`src/rtl/sample_serializer.sv`:
```
// I2S serializer: mono 16-bit sample duplicated into both 32-bit slots.
// A single-entry holding register decouples the producer strobe from frame timing.
module sample_serializer #(
  parameter int BCLK_HALF = 8
) (
  input  logic        clk_in,
  input  logic        reset_n_in,
  input  logic        enable_in,
  input  logic [15:0] data_in,
  input  logic        data_valid_in,
  output logic        bclk_out,
  output logic        lrclk_out,
  output logic        sdata_out,
  output logic        underrun_out,
  output logic        overrun_out
);

  localparam logic [7:0] DIV_MAX = 8'(BCLK_HALF - 1);

  logic [7:0]  div_cnt;
  logic [5:0]  bit_cnt;
  logic [5:0]  bit_nxt;
  logic [3:0]  idx;
  logic [15:0] hold;
  logic [15:0] shift;
  logic [15:0] samp_nxt;
  logic        full;
  logic        wrap;
  logic        fall;
  logic        frame_start;
  logic        take;
  logic        sdata_nxt;
  logic        lrclk_nxt;

  always_comb begin
    wrap        = enable_in && (div_cnt == DIV_MAX);
    fall        = wrap && bclk_out;
    bit_nxt     = bit_cnt + 6'd1;
    frame_start = fall && (bit_nxt == 6'd0);
    take        = frame_start && full;
    samp_nxt    = take ? hold : shift;
    idx         = 4'd15 - bit_nxt[3:0];
    // slot positions 16..31 and 48..63 carry padding zeros
    sdata_nxt   = bit_nxt[4] ? 1'b0 : samp_nxt[idx];
    lrclk_nxt   = (bit_nxt >= 6'd31) && (bit_nxt != 6'd63);
  end

  always_ff @(posedge clk_in or negedge reset_n_in) begin
    if (!reset_n_in) begin
      div_cnt  <= '0;
      bclk_out <= 1'b0;
    end else if (!enable_in) begin
      div_cnt  <= '0;
      bclk_out <= 1'b0;
    end else if (wrap) begin
      div_cnt  <= '0;
      bclk_out <= ~bclk_out;
    end else begin
      div_cnt  <= div_cnt + 8'd1;
    end
  end

  always_ff @(posedge clk_in or negedge reset_n_in) begin
    if (!reset_n_in) begin
      bit_cnt      <= 6'd63;
      lrclk_out    <= 1'b0;
      sdata_out    <= 1'b0;
      shift        <= '0;
      underrun_out <= 1'b0;
    end else if (!enable_in) begin
      bit_cnt      <= 6'd63;
      lrclk_out    <= 1'b0;
      sdata_out    <= 1'b0;
      underrun_out <= 1'b0;
    end else begin
      underrun_out <= frame_start && !full;
      if (fall) begin
        bit_cnt   <= bit_nxt;
        lrclk_out <= lrclk_nxt;
        sdata_out <= sdata_nxt;
        shift     <= samp_nxt;
      end
    end
  end

  // a write landing on the transfer cycle refills the emptied slot
  always_ff @(posedge clk_in or negedge reset_n_in) begin
    if (!reset_n_in) begin
      hold        <= '0;
      full        <= 1'b0;
      overrun_out <= 1'b0;
    end else begin
      overrun_out <= data_valid_in && full && !take;
      if (data_valid_in) begin
        hold <= data_in;
        full <= 1'b1;
      end else if (take) begin
        full <= 1'b0;
      end
    end
  end

endmodule

```
`config.mk`:
```
export PLATFORM = sky130hd
export DESIGN_NAME = sample_serializer
export DESIGN_NICKNAME = d
export VERILOG_FILES = /design/src/rtl/sample_serializer.sv
export SDC_FILE = /design/constraint.sdc
export NUM_CORES = 1
export LEC_CHECK = 0
export CAP_MARGIN = 20
export CELL_PAD_IN_SITES_DETAIL_PLACEMENT = 1
export CELL_PAD_IN_SITES_GLOBAL_PLACEMENT = 1
export CORE_ASPECT_RATIO = 0.7
export CORE_UTILIZATION = 40
export DETAILED_ROUTE_END_ITERATION = 8
export GPL_ROUTABILITY_DRIVEN = 0
export PLACE_DENSITY_LB_ADDON = 0.1
export SKIP_CTS_REPAIR_TIMING = 1
export SLEW_MARGIN = 15
export SYNTH_ARGS = -nofsm -noshare
export SYNTH_HDL_FRONTEND = slang
export SYNTH_SLANG_ARGS = --single-unit
```
`constraint.sdc`:
```
create_clock -name clk_in -period 3.4 [get_ports clk_in]
set_input_delay 0.34 -clock clk_in [delete_from_list [all_inputs] [get_ports clk_in]]
set_output_delay 0.34 -clock clk_in [all_outputs]
set_load 0.005 [all_outputs]
```
==> results of run 1 <==
-- final timing paths --
| kind | startpoint | to | slack, ns | cells after the start |
|---|---|---|---|---|
| worst max-delay path | bit_cnt[0]$_DFFE_PN1P_ | sdata_out$_DFFE_PN0P_ | 0.59 | 8 |
| worst min-delay path | reset_n_in | hold[13]$_DFFE_PN0P_ | 0.13 | 1 |
| worst max register to register | bit_cnt[0]$_DFFE_PN1P_ | sdata_out$_DFFE_PN0P_ | 0.59 | 8 |
| worst min register to register | shift[15]$_DFFE_PN0P_ | shift[15]$_DFFE_PN0P_ | 0.48 | 2 |
| max in group asynchronous | reset_n_in | bit_cnt[5]$_DFFE_PN1P_ | 2.48 | 2 |
| min in group clk_in | shift[15]$_DFFE_PN0P_ | shift[15]$_DFFE_PN0P_ | 0.48 | 2 |
-- state kept, by name, indices dropped and copies added, names as in the netlist --
register      cells
hold             16
shift            16
div_cnt           8
bit_cnt           6
bclk_out          1
full              1
lrclk_out         1
overrun_out       1
sdata_out         1
underrun_out      1
-- area by class of cell --
| cell class | count | area [um^2] | area share [%] |
|---|---|---|---|
| inverter | 2 | 7.51 | 0.251 |
| multi-input combinational | 177 | 1210 | 40.4 |
| clock buffer | 7 | 86.3 | 2.89 |
| timing repair buffer | 29 | 273 | 9.13 |
| clock inverter | 1 | 7.51 | 0.251 |
| tap | 78 | 97.6 | 3.26 |
| sequential | 52 | 1310 | 43.8 |
-- routing by layer --
layer  global-route usage, %  wire (um)
met1                    26.3       2820
met2                    25.8       2270
met3                    3.73        160
met4                    3.48         28
met5                       0          0
-- cell usage after synthesis (all sizes together) (5+ instances only) --
cell type | n | area (um^2)
dfstp | 6 | 158
nand3 | 11 | 55.1
nor2 | 16 | 60.1
and3 | 5 | 31.3
mux2 | 20 | 229
clkbuf | 8 | 30.0
xnor2 | 8 | 70.1
buf | 6 | 38.8
xor2 | 6 | 52.6
nand2 | 58 | 218
dfrtp | 46 | 1150
-- kinds of logic after synthesis --
family                     share of synthesized area (%)
and+or+nand+nor                                     21.3
xor gates and xnor gates                            4.73
muxes                                               11.8
AOI/OAI and AO/OA                                   6.42
DFF                                                 50.5
adders and majority gates                           2.32
buffers and inverters                               2.94
-- critical path, delay by kind of cell, from the launching register on --
kind | cells | cell delay, ns
mux | 2 | 0.68
flops | 1 | 0.69
compound gates | 4 | 0.86
fa+ha+maj | 1 | 0.34
simple gates | 1 | 0.14
-- per-stage QoR --
step	instances	total power (W)	utilization, %	hold slack [ns]
2_1_floorplan	245	0.000698	-	0.0444
3_3_place_gp	338	0.000746	46.4	0.452
3_5_place_dp	338	0.000748	46.4	0.464
4_1_cts	346	0.00113	47.9	0.170
5_1_grt	346	0.00116	47.9	0.207
6_report	346	0.00110	47.9	0.134
-- power groups by stage --
| stage | logic, W | registers, W | clock network, W |
|---|---|---|---|
| floorplan | 0.0000338 | 0.000664 | 0 |
| global placement | 0.0000750 | 0.000671 | 0 |
| detailed placement | 0.0000768 | 0.000671 | 0 |
| CTS | 0.0000771 | 0.000659 | 0.000389 |
| global route | 0.0000836 | 0.000663 | 0.000413 |
| finish | 0.0000743 | 0.000659 | 0.000369 |
==> run metrics, run 1 <==
iteration-0 DRC count of the detailed router=a little under 70; level count of the clock H-tree=2; relative slew slack=between 40% and 50%; minimum setup slack after placement=~0.56 ns; CTS tree=built; Post-Route Setup TNS=0 ns; count of final setup violators=0; Inserted Diodes=0; primary flip-flop cell chosen by synthesis mapping=sky130_fd_sc_hd__dfrtp_1; Crit path largest cell delay=slightly below 0.7 ns; Antenna Nets Post-Route=0; synthesized cell area=around 2600 um^2; net switching share of the total power=22.7%; final cell area excluding filler cells=2990 um^2; DR DRC count=0; core area=between 6000 and 7000 um^2; length of the first detailed-routing pass in iterations=6; number of buffers inserted during clock tree synthesis=5; width of the die=98.2 um; max-capacitance violation count=0; standard cell area after detailed placement=~2900 um^2; Clock Latency Late Sink=approximately 0.30 ns; hold crit path type=in -> async; min setup slack post-route=roughly 0.6 ns; initial antenna violation count=0; maximum buffer depth of the clock tree=2; FF+latch count, synth=52; area growth from synthesis to layout=15.2%; top library cells by usage in the layout, fill and taps aside=58 x sky130_fd_sc_hd__nand2_1, 46 x sky130_fd_sc_hd__dfrtp_1, 23 x sky130_fd_sc_hd__clkdlybuf4s50_1; clock share of power=33.5%; Synthesis Warnings=0; share of post-route cells with drive strength above 1=between 10% and 20%; floorplan die area=~6800 um^2; number of nets in the layout=just under 300; mean post-synth cell area=around 11 um^2; achievable frequency=356 MHz; average wire per standard cell=roughly 15 um; RSZ-0062 raised after global routing=no; Die Y=69.4 um; switching component of the power=roughly 0.00025 W; maximum vdd ir drop=0.162 mV; standby leakage power=1.34 nW; total number of placement rows=24; Min Clock Period, post-route=2.81 ns; Crit Path Class=reg -> reg; Clock Sinks=52; global-route usage over all layers=approximately 17%; total of buffers placed on input and output ports=24; Critical-path top delay cell=sky130_fd_sc_hd__dfstp_2; status=complete, no violations; most common cell after layout, fill and taps aside=sky130_fd_sc_hd__nand2_1; final setup skew=about 0.0077 ns; count of cell types in the netlist=slightly below 50; global-route congestion overflow total=0; Worst Path Required=roughly 3.6 ns; number of top-level pins=25; via count=around 1.8k; Clock Pin Slew Worst Setup and Hold Paths=0.09 ns; Setup crit start kind=flip-flop; cell at the root of the clock tree=sky130_fd_sc_hd__clkbuf_8; sequential-to-total area share from yosys stat=between 50% and 60%; transition time at the pin with the least slew margin=about 0.86 ns; total power density per cell area=~370 nW/um^2; Gate power share=about 6.7%; wire length of the first global-routing pass=9.35 mm; net count after synthesis=about 270; routed via count divided by cell count=between 5 and 6; Internal Dissipation=0.000851 W; Post-DP HPWL=~3.9 mm; Hold Violations, Final=0; CP Capture Type=flip-flop; part of the power in registers=about 60%; count of final max-slew check failures=0; EDFF count, synth=0; fraction of registers with async set or reset after synthesis=100%; initial cell density of the core=between 40% and 50%; Period Utilization, post-route=between 80% and 90%; arrival time of the worst setup path=~3 ns; total of fill cells in the finished design=around 700; number of global-route vias before repair=roughly 1.9k; number of standard cells after synthesis=about 250; largest net degree at the start of global routing=40; Max Fanout on Critical Path=13; detailed-route wire length=approximately 5.3 mm; critical path, cell by cell=ha_1 > nand4_1 > a21oi_2 > o2111a_1 > mux4_2 > mux2i_1 > o211ai_1 > a31o_1
(Power assumes the default switching activity.)
==> run 2: changes to the inputs <==
- clock period: 3.4 -> 2.5 ns (I/O delays scaled with it)
==> run metrics, run 2 (same netlist as run 1, synthesis figures left out) <==
number of buffers inserted during clock tree synthesis=5; iteration-0 DRC count of the detailed router=74; core area=approximately 6200 um^2; Clock Latency Late Sink=0.32 ns; biggest regs=hold (16), shift (16), div_cnt (8); RSZ-0062 raised after global routing=yes; M1 WL=3.36 mm; global-route congestion overflow total=0; largest net degree at the start of global routing=27; share of post-route cells with drive strength above 1=between 20% and 30%; Post-DP HPWL=around 4.5 mm; share of the core filled with cells in the final layout=between 50 and 60%; number of nets in the layout=around 310; global-route usage over all layers=between 20 and 25%; total met2 wirelength after detailed routing=around 2.5 mm; number of global-route vias before repair=between 1.5k and 2k; cell at the root of the clock tree=sky130_fd_sc_hd__clkbuf_8; total of fill cells in the finished design=~690; total power density per cell area=510 nW/um^2; total of buffers placed on input and output ports=24; most frequent cell on the critical path=sky130_fd_sc_hd__buf_4; length of the first detailed-routing pass in iterations=4; Setup crit start kind=flip-flop; endpoint of the most critical register-to-register path=sdata_out$_DFFE_PN0P_; DR DRC count=0; worst reg2reg path depth=10; worst-case register-to-register setup slack=slightly above 0.08 ns; Crit path largest cell delay=0.55 ns; floorplan die area=just under 7000 um^2; hold crit path type=in -> async; count of final setup violators=0; standard cell area after detailed placement=3040 um^2; final setup skew=roughly 0.0090 ns; reg-to-reg startpoint=bit_cnt[0]$_DFFE_PN1P_; critical path, cell by cell=ha_2 > a211o_1 > a21oi_2 > buf_4 > o2111ai_4 > buf_4 > mux2_2 > nand2b_1 > nand3_1 > a31o_1; Post-Route Setup TNS=0 ns; status=complete, no violations; Inserted Diodes=0; Period Utilization, post-route=96.8%; number of top-level pins=25; final cell area excluding filler cells=~3200 um^2; average wire per standard cell=16.7 um; Max Fanout on Critical Path=7; Multi-input gate area=roughly 1200 um^2; total number of placement rows=24; wire length of the first global-routing pass=~11 mm; Critical-path top delay cell=sky130_fd_sc_hd__dfstp_2; launch point of the worst path=bit_cnt[0]$_DFFE_PN1P_; transition time at the pin with the least slew margin=around 0.59 ns; count of final max-slew check failures=0; capture point of the critical path=sdata_out$_DFFE_PN0P_; width of the die=between 90 and 100 um; Top Metal Used=met4; area growth from synthesis to layout=24.1%; overall power consumption=between 0.0015 and 0.002 W; initial antenna violation count=0; Clock Sinks=52; most common cell after layout, fill and taps aside=sky130_fd_sc_hd__nand2_1; achievable frequency=413 MHz; relative slew slack=60.7%; maximum buffer depth of the clock tree=2; hold slack=between 0.4 and 0.5 ns; arrival time of the worst setup path=approximately 2.6 ns; top library cells by usage in the layout, fill and taps aside=58 x sky130_fd_sc_hd__nand2_1, 45 x sky130_fd_sc_hd__dfrtp_1, 25 x sky130_fd_sc_hd__buf_4; max-capacitance violation count=0; level count of the clock H-tree=2; standby leakage power=roughly 1.5 nW; amount of wire on met3 after detailed routing=226 um; initial cell density of the core=41.5%; CP Capture Type=flip-flop; area taken by flip-flops and latches=roughly 1300 um^2; Antenna Nets Post-Route=0; detailed-route wire length=~6 mm; maximum vdd ir drop=approximately 0.25 mV; total number of cells along the worst setup path=10; worst path bufs/invs=2; Worst Path Required=2.72 ns; Hold Violations, Final=0; Die Y=approximately 70 um; routed via count divided by cell count=5.20; Min Clock Period, post-route=approximately 2.4 ns; kind of cell adding the most delay to the critical path=compound AO/OA/AOI/OAI gates; Crit Path Class=reg -> reg; via count=1912; Clock Pin Slew Worst Setup and Hold Paths=approximately 0.1 ns; CTS tree=built
run 2: stage by stage:
step / setup slack, ns / std cells
3_5_place_dp: -0.0100 / 357
3_3_place_gp: 0.0273 / 357
2_1_floorplan: 0.0206 / 245
6_report: 0.0812 / 368
5_1_grt: -0.0491 / 368
4_1_cts: -0.0238 / 365
run 2: area by class of cell:
type                    instances  area share, %
repair buffers                 51           13.8
inverters                       2          0.233
clock inverters                 2           1.21
clock buffers                   6           2.57
well taps                      78           3.03
multi-input cells             177           38.5
flip-flops and latches         52           40.7
run 2: metal layers:
metal / vias to the layer above / GRT usage, %
met4: 0 / 6.47
li1: 920 / -
met2: 33 / 28.5
met3: 7 / 3.73
met5: - / 0
met1: 952 / 31.9
run 2: worst reg2reg max path, cell delays in order, from the launching register on:
cell and delay, ns:
sky130_fd_sc_hd__dfstp_2 0.55, sky130_fd_sc_hd__ha_2 0.22, sky130_fd_sc_hd__a211o_1 0.15, sky130_fd_sc_hd__a21oi_2 0.06
sky130_fd_sc_hd__buf_4 0.14, sky130_fd_sc_hd__o2111ai_4 0.29, sky130_fd_sc_hd__buf_4 0.22, sky130_fd_sc_hd__mux2_2 0.35
sky130_fd_sc_hd__nand2b_1 0.08, sky130_fd_sc_hd__nand3_1 0.07, sky130_fd_sc_hd__a31o_1 0.20
run 2: worst min path at each step:
stage / to / slack [ns] / cells after the start
2_1_floorplan: bclk_out$_DFFE_PN0P_ / -0.05 / 0
3_3_place_gp: lrclk_out$_DFFE_PN0P_ / 0.30 / 1
3_5_place_dp: lrclk_out$_DFFE_PN0P_ / 0.29 / 1
4_1_cts: lrclk_out$_DFFE_PN0P_ / -0.06 / 1
5_1_grt: shift[1]$_DFFE_PN0P_ / 0.50 / 2
6_report: lrclk_out$_DFFE_PN0P_ / 0.46 / 2
run 2: where the power goes:
group / leakage (nW) / switching (W) / internal [W] / total [W]
combinational: 0.768 / 0.0000452 / 0.0000662 / 0.000111
sequential: 0.658 / 0.0000241 / 0.000872 / 0.000896
clock: 0.0614 / 0.000306 / 0.000328 / 0.000634
total: 1.49 / 0.000376 / 0.00127 / 0.00164
==> run 3: changes to the inputs <==
- CELL_PAD_IN_SITES_DETAIL_PLACEMENT: 1 -> default
- CELL_PAD_IN_SITES_GLOBAL_PLACEMENT: 1 -> default
==> run metrics, run 3 (same netlist as run 1, synthesis figures left out) <==
width of the die=a little under 100 um; initial antenna violation count=0; global-route congestion overflow total=0; iteration-0 DRC count of the detailed router=69; Clock Sinks=52; RSZ-0062 raised after global routing=yes; transition time at the pin with the least slew margin=roughly 0.55 ns; standard cell area after detailed placement=a little over 3000 um^2; Multi-input gate area=1230 um^2; clock share of power=between 30% and 40%; critical path, cell by cell=and3_1 > nor4_2 > o2111a_2 > mux4_2 > mux2i_1 > o211ai_1 > a31o_1; Post-Route Setup TNS=0 ns; count of final setup violators=0; Internal Dissipation=0.00116 W; initial cell density of the core=around two fifths; status=complete, no violations; top library cells by usage in the layout, fill and taps aside=58 x sky130_fd_sc_hd__nand2_1, 46 x sky130_fd_sc_hd__dfrtp_1, 26 x sky130_fd_sc_hd__buf_4; global routing met3 resource utilization=~3.7%; floorplan die area=~7000 um^2; most common cell after layout, fill and taps aside=sky130_fd_sc_hd__nand2_1; Clock Pin Slew Worst Setup and Hold Paths=approximately 0.090 ns; via count=1848; capture point of the critical path=sdata_out$_DFFE_PN0P_; cell at the root of the clock tree=sky130_fd_sc_hd__clkbuf_8; CP Capture Type=flip-flop; count of final max-slew check failures=0; Crit Path Class=reg -> reg; max-capacitance violation count=0; CTS tree=built; biggest regs=hold (16), shift (16), div_cnt (8); Max Fanout on Critical Path=10; Worst Path Required=around 2.7 ns; worst-case register-to-register setup slack=0.07 ns; reg-to-reg startpoint=bit_cnt[2]$_DFFE_PN1P_; Gate power share=~7.3%; Clock Latency Late Sink=approximately 0.30 ns; Crit path largest cell delay=0.51 ns; share of post-route cells with drive strength above 1=between 20 and 30%; area taken by flip-flops and latches=between 1000 and 1500 um^2; Inserted Diodes=0; Antenna Nets Post-Route=0; maximum vdd ir drop=approximately 0.23 mV; routed via count divided by cell count=between 5 and 6; part of the power in registers=between 50% and 60%; switching component of the power=around 0.00034 W; total power density per cell area=approximately 470 nW/um^2; Period Utilization, post-route=approximately 97%; achievable frequency=411 MHz; number of nets in the layout=around 310; total of fill cells in the finished design=578; average wire per standard cell=14.5 um; final cell area excluding filler cells=~3200 um^2; maximum buffer depth of the clock tree=2; core area=~6200 um^2; worst reg2reg path depth=7; launch point of the worst path=bit_cnt[2]$_DFFE_PN1P_; number of global-route vias before repair=1813; number of buffers inserted during clock tree synthesis=5; Die Y=69.4 um; Min Clock Period, post-route=between 2 and 2.5 ns; largest net degree at the start of global routing=26; number of top-level pins=25; standby leakage power=roughly 1.5 nW; layer with the highest usage after global routing=met1; net switching share of the total power=between 20% and 30%; share of the core filled with cells in the final layout=51.1%; Hold Violations, Final=0; length of the first detailed-routing pass in iterations=6; endpoint of the most critical register-to-register path=sdata_out$_DFFE_PN0P_; relative slew slack=between 60% and 70%; level count of the clock H-tree=2; Critical-path top delay cell=sky130_fd_sc_hd__mux4_2; Setup crit start kind=flip-flop; met2 routing resource usage after global routing=between 20 and 25%; area growth from synthesis to layout=23.0%; final setup skew=0.00403 ns; wire length of the first global-routing pass=~9 mm; DR DRC count=0; arrival time of the worst setup path=2.63 ns; hold crit path type=reg -> reg; startpoint of the lowest-slack hold path=shift[7]$_DFFE_PN0P_; global-route usage over all layers=between 15 and 20%; total number of placement rows=24; global-route met1 utilization=27.8%; detailed-route wire length=between 5 and 6 mm; Post-DP HPWL=between 3 and 4 mm; total of buffers placed on input and output ports=24
run 3: worst min-delay path by stage:
stage	depth (start not counted)	slack, ns	end
final	2	0.47	shift[7]$_DFFE_PN0P_
after global routing	2	0.50	shift[7]$_DFFE_PN0P_
after CTS	1	-0.06	shift[1]$_DFFE_PN0P_
after detailed placement	1	0.27	hold[3]$_DFFE_PN0P_
after global placement	1	0.27	shift[1]$_DFFE_PN0P_
after floorplan	0	-0.05	bclk_out$_DFFE_PN0P_
run 3: through the flow:
step | power, W | setup WS [ns] | std cells | hold WS (ns)
3_3_place_gp | 0.00102 | 0.0733 | 357 | 0.269
3_5_place_dp | 0.00102 | -0.0120 | 357 | 0.271
6_report | 0.00151 | 0.0668 | 369 | 0.473
4_1_cts | 0.00153 | -0.0366 | 365 | -0.0645
2_1_floorplan | 0.000949 | 0.0206 | 245 | -0.0456
5_1_grt | 0.00158 | -0.0609 | 369 | 0.500
run 3: worst max-delay path, delay by kind of cell (launching register included):
kind,cells,cell delay (ns)
AO/OA/AOI/OAI,3,0.68
flip-flops,1,0.43
AND/OR/NAND/NOR,2,0.56
multiplexers,2,0.65
run 3: power by group through the flow:
stage	sequential, W	clock, W	combinational [W]
after floorplan	0.000903	0	0.0000460
after global placement	0.000912	0	0.000109
after detailed placement	0.000912	0	0.000111
after CTS	0.000895	0.000521	0.000111
after global routing	0.000900	0.000558	0.000121
final	0.000895	0.000500	0.000110
run 3: layout make-up:
class | count | share of cell area, %
Timing Repair Buffer | 52 | 14.2
Inverter | 2 | 0.235
Multi-Input combinational cell | 177 | 38.6
Clock inverter | 1 | 0.235
Clock buffer | 7 | 2.71
Tap cell | 78 | 3.06
Sequential cell | 52 | 41.0
run 3: routing by layer:
metal | vias up | routed length (um)
met5 | - | 0
met4 | 0 | 39
met3 | 4 | 214
met2 | 30 | 2130
met1 | 896 | 2950
li1 | 918 | -
